[src/rtl/key_debounce_pkg.sv]
// key_debounce shared constants and helpers.
// Default qualification length and counter width function.
package key_debounce_pkg;

  // 20 ms at a 12 MHz system clock.
  localparam int DEBOUNCE_CYCLES_DEF = 240000;

  // Counter width holding 0..cycles-1 (never narrower than 1 bit).
  function automatic int CNT_W(input int cycles);
    int w;
    w = $clog2(cycles);
    if (w < 1) w = 1;
    return w;
  endfunction

endpackage

[src/rtl/key_debounce_channel.sv]
// Single-bit key debouncer: synchronizer, qualification counter,
// debounced level and registered press pulse.
module debounce_channel
  import key_debounce_pkg::*;
#(
  parameter int CYCLES = DEBOUNCE_CYCLES_DEF
) (
  input  logic clk,
  input  logic rst,
  input  logic key_i,
  output logic pulse_o
);

  localparam int W = CNT_W(CYCLES);
  localparam logic [W-1:0] CNT_MAX = W'(CYCLES - 1);

  logic [1:0]   sync_q, sync_d;
  logic         stable_q, stable_d;
  logic         stable_dly_q, stable_dly_d;
  logic [W-1:0] cnt_q, cnt_d;
  logic         pulse_q, pulse_d;
  logic         s;

  assign s = sync_q[1];

  // Next-state: sync shift, qualification count, press detect.
  always_comb begin
    sync_d       = {sync_q[0], key_i};
    stable_d     = stable_q;
    cnt_d        = cnt_q;
    stable_dly_d = stable_q;
    pulse_d      = stable_dly_q & ~stable_q;
    if (s == stable_q) begin
      cnt_d = '0;
    end else if (cnt_q == CNT_MAX) begin
      stable_d = s;
      cnt_d    = '0;
    end else begin
      cnt_d = cnt_q + 1'b1;
    end
  end

  // State registers; released (1) is the idle level.
  always_ff @(posedge clk or negedge rst) begin
    if (!rst) begin
      sync_q       <= 2'b11;
      stable_q     <= 1'b1;
      stable_dly_q <= 1'b1;
      cnt_q        <= '0;
      pulse_q      <= 1'b0;
    end else begin
      sync_q       <= sync_d;
      stable_q     <= stable_d;
      stable_dly_q <= stable_dly_d;
      cnt_q        <= cnt_d;
      pulse_q      <= pulse_d;
    end
  end

  assign pulse_o = pulse_q;

endmodule

[src/rtl/key_debounce.sv]
// N-channel active-low key debouncer.
// One press pulse per accepted 1->0 debounced transition.
module key_debounce
  import key_debounce_pkg::*;
#(
  parameter int N               = 1,
  parameter int DEBOUNCE_CYCLES = DEBOUNCE_CYCLES_DEF
) (
  input  logic         clk,
  input  logic         rst,
  input  logic [N-1:0] key,
  output logic [N-1:0] key_pulse
);

  for (genvar i = 0; i < N; i++) begin : g_ch
    debounce_channel #(
      .CYCLES(DEBOUNCE_CYCLES)
    ) u_ch (
      .clk    (clk),
      .rst    (rst),
      .key_i  (key[i]),
      .pulse_o(key_pulse[i])
    );
  end

endmodule

[config.mk]
export PLATFORM = sky130hd
export DESIGN_NAME = key_debounce
export DESIGN_NICKNAME = d
export VERILOG_FILES = /design/src/rtl/key_debounce_pkg.sv /design/src/rtl/key_debounce_channel.sv /design/src/rtl/key_debounce.sv
export SDC_FILE = /design/constraint.sdc
export NUM_CORES = 1
export LEC_CHECK = 0
export ABC_AREA = 1
export CORE_ASPECT_RATIO = 1.2
export CORE_MARGIN = 1.5
export CORE_UTILIZATION = 45
export CTS_CLUSTER_SIZE = 28
export DETAILED_ROUTE_END_ITERATION = 10
export DONT_BUFFER_PORTS = 1
export GPL_TIMING_DRIVEN = 1
export PLACE_DENSITY = 0.71
export SETUP_SLACK_MARGIN = 0.2
export SYNTH_ARGS = -nofsm -noshare
export SYNTH_HDL_FRONTEND = slang
export SYNTH_SLANG_ARGS = --single-unit
[constraint.sdc]
create_clock -name clk -period 1.8 [get_ports clk]
set_input_delay 0.18 -clock clk [delete_from_list [all_inputs] [get_ports clk]]
set_output_delay 0.18 -clock clk [all_outputs]
set_load 0.02 [all_outputs]
==> results.yml <==
power_and_ir_drop:
  seq_power_share_pct: 66.0
  netSwitchingFraction_pct: 22.95
  power.total_uw: 805.9
  pwr-share-comb_pct: 4.4
  intPower_uw: 620.9
  p_clk_share_pct: 29.5
  ir_worst_vdd_v: 0.0005219
  p_per_area_nw_per_um2: 603.6
  p_switching_uw: 185.0
  leakagePower_nw: 0.6207
floorplan:
  fp.dieH_um: 60.82
  ios: 4
  dieArea_um2: 3113
  start_util_pct: 48.17
  die_width_um: 51.19
  rows: 20
  core_um2: 2603
drt:
  drt_wl_total_um: 2299
  dr.pass1.iters: 4
  ant_nets: 0
  drc: 0
  vias_per_cell: 4.931
  post_drt_wl_per_cell_um: 12.16
  vias: 932
  drt-initial-drc-count: 18
sta:
  rsz0062_at_grt: "no"
  min_period_ps: 1480
  slew_violations: 0
  setup_viol: 0
  timing.hold.ws_ps: 366.9
  fin_setup_tns_ps: 0
  hold_violations: 0
  relSlewSlack_pct: 32.05
  period_share_pct: 82.21
  skew_ps: 3.190
  tightest_slew_ps: 1016
  clock.fmax_ghz: 0.6757
setup_path:
  cp_top_family: "simple AND/OR/NAND/NOR gates"
  slowest_stage: "dfrtp_1"
  regToRegSetupSlack_ps: 320
  endpoint_kind: "register"
  crit_chain: "ha_1 -> nand3_1 -> inv_2 -> nand2_2 -> nor2_4 -> xor2_1 -> nor2_1"
  worstPathArrival_ps: 1680
  critPathMaxStageDelay_ps: 410
  path_buf_inv: 1
  criticalPathCategory: "register to register"
  worstPathRequired_ps: 2000
  start_kind: "register"
  crit_fanout: 3
finish:
  finalNetCount: 161
  layout-drive-gt1-share_pct: 16.67
  final-seq-area_um2: 580.6
  final_cell_mix: "29 x nand2_1, 29 x nor2_1, 20 x inv_1, 19 x dfrtp_1, 10 x nand3_1"
  antenna_cells: 0
  fin_cells: 189
  fin_util_pct: 51.30
  area.growth.synth_to_final_pct: 6.487
  fillCellCount: 257
  multi_input_area_um2: 586.8
cts:
  post_cts.repair.setup_buffers: 0
  clk_latency_ps: 310
  numCtsBuffers: 3
  clk_pin_slew_ps: 120
  cts_root_buf: "clkbuf_4"
  clock-sinks: 23
  clockBufferDepth: 2
  tritoncts: "done"
  htree_levels: 1
synthesis:
  ys_warn_count: 0
  yosysUniqueCellTypes: 26
  avgSynthCellArea_um2: 8.303
  syn_nets: 155
  synth_seq_area_share_pct: 46.31
  synth_seq_cells: 23
  syn_inst: 151
  synthesis.area_um2: 1254
run:
  maxCapViolations: 0
grt:
  grt_usage_pct: 18.11
  grt_max_degree: 24
  antenna_found_initial: 0
  grt_pass1_vias: 939
  grt-ovfl-total: 0
  grt_pass1_wl_um: 4077
placed_design:
  gp_congestion: 0.7932
  place_inst: 183
  hpwl_um: 1805
  portBuffers: 0
min_path:
  hold_class: "register to register"
run_status:
  status: "finished clean"
[Yosys cell counts]
cell | n | share of area, %
nand3b_1 | 1 | 0.60
nand2_4 | 2 | 1.8
dfstp_2 | 4 | 8.4
dfrtp_1 | 19 | 38
o21ai_0 | 2 | 0.80
a21oi_2 | 1 | 0.70
nand3_2 | 1 | 0.80
xnor2_1 | 3 | 2.1
ha_1 | 1 | 1.0
nand2_2 | 2 | 1.0
nor2_4 | 5 | 4.5
nor3b_1 | 2 | 1.2
inv_1 | 20 | 6.0
inv_2 | 1 | 0.30
buf_4 | 1 | 0.60
nor2_2 | 4 | 2.0
nor2_1 | 29 | 8.7
nand4_1 | 2 | 1.0
nand2_1 | 29 | 8.7
xor2_1 | 6 | 4.2
xnor2_2 | 1 | 1.3
nand3b_2 | 1 | 0.90
nor3_1 | 1 | 0.40
a21oi_1 | 2 | 0.80
o21ai_1 | 1 | 0.40
nand3_1 | 10 | 4.0
[per-layer routing]
layer	global-route usage, %	part of all wire, %	up-vias
met5	0	0	-
met2	32.10	50	8
li1	-	-	470
met4	8.880	1.7	0
met3	2.956	1.3	5
met1	21.42	47	449
[path summary, 6_finish.rpt]
kind | start | endpoint | cells after the start
hold / removal | g_ch[0].u_ch.sync_q[0]$_DFF_PN1_ | g_ch[0].u_ch.sync_q[1]$_DFF_PN1_ | 0
setup reg to reg | g_ch[0].u_ch.cnt_q[0]$_DFF_PN0_ | g_ch[0].u_ch.cnt_q[12]$_DFF_PN0_ | 7
max in group asynchronous | rst | g_ch[0].u_ch.pulse_o$_DFF_PN0_ | 1
setup / recovery | g_ch[0].u_ch.cnt_q[0]$_DFF_PN0_ | g_ch[0].u_ch.cnt_q[12]$_DFF_PN0_ | 7
min in group asynchronous | rst | g_ch[0].u_ch.cnt_q[11]$_DFF_PN0_ | 1
hold reg to reg | g_ch[0].u_ch.sync_q[0]$_DFF_PN1_ | g_ch[0].u_ch.sync_q[1]$_DFF_PN1_ | 0
[power groups by stage]
stage               logic, mW  clock network (mW)  registers (mW)
detailed placement     0.0236                   0           0.542
global route           0.0417               0.266           0.533
global placement       0.0228                   0           0.542
finish                 0.0357               0.238           0.532
floorplan              0.0198                   0           0.541
CTS                    0.0369               0.244           0.532
[per-stage QoR]
step / setup WS, ps / instance area (um2)
floorplan: 547.1 / 1254
detailed placement: 359.0 / 1287
CTS: 336.9 / 1335
global route: 238.4 / 1335
global placement: 370.5 / 1287
finish: 320.1 / 1335
[flip-flops by register name (all words and copies together) (netlist names)]
name,cells
g_ch.u_ch.cnt_q,18
g_ch.u_ch.sync_q,2
g_ch.u_ch.pulse_o,1
g_ch.u_ch.stable_dly_d,1
g_ch.u_ch.stable_dly_q,1
[final cells by class]
cell class,count,area share [%]
flip-flops and latches,23,43.49
inverters,21,5.904
multi-input cells,106,43.96
clock inverters,1,0.3749
well taps,33,3.093
clock buffers,3,1.687
repair buffers,2,1.500
[what timing repair did]
item | CTS | global route
hold buffers | 2 | 0
resized for setup | 0 | 0
hold endpoints to repair | 24 | 0
[kinds of logic (layout without fill, tap and decap cells)]
logic type                 after synthesis  in the layout  synth area share [%]
buffers and inverters                   22             27                 6.886
AOI/OAI and AO/OA                        6              6                 2.694
DFF                                     23             23                 46.31
xor gates and xnor gates                10             10                 7.586
and+or+nand+nor                         89             89                 35.53
adders and majority gates                1              1                0.9978
Note: power is estimated with default switching activity, not from simulation.
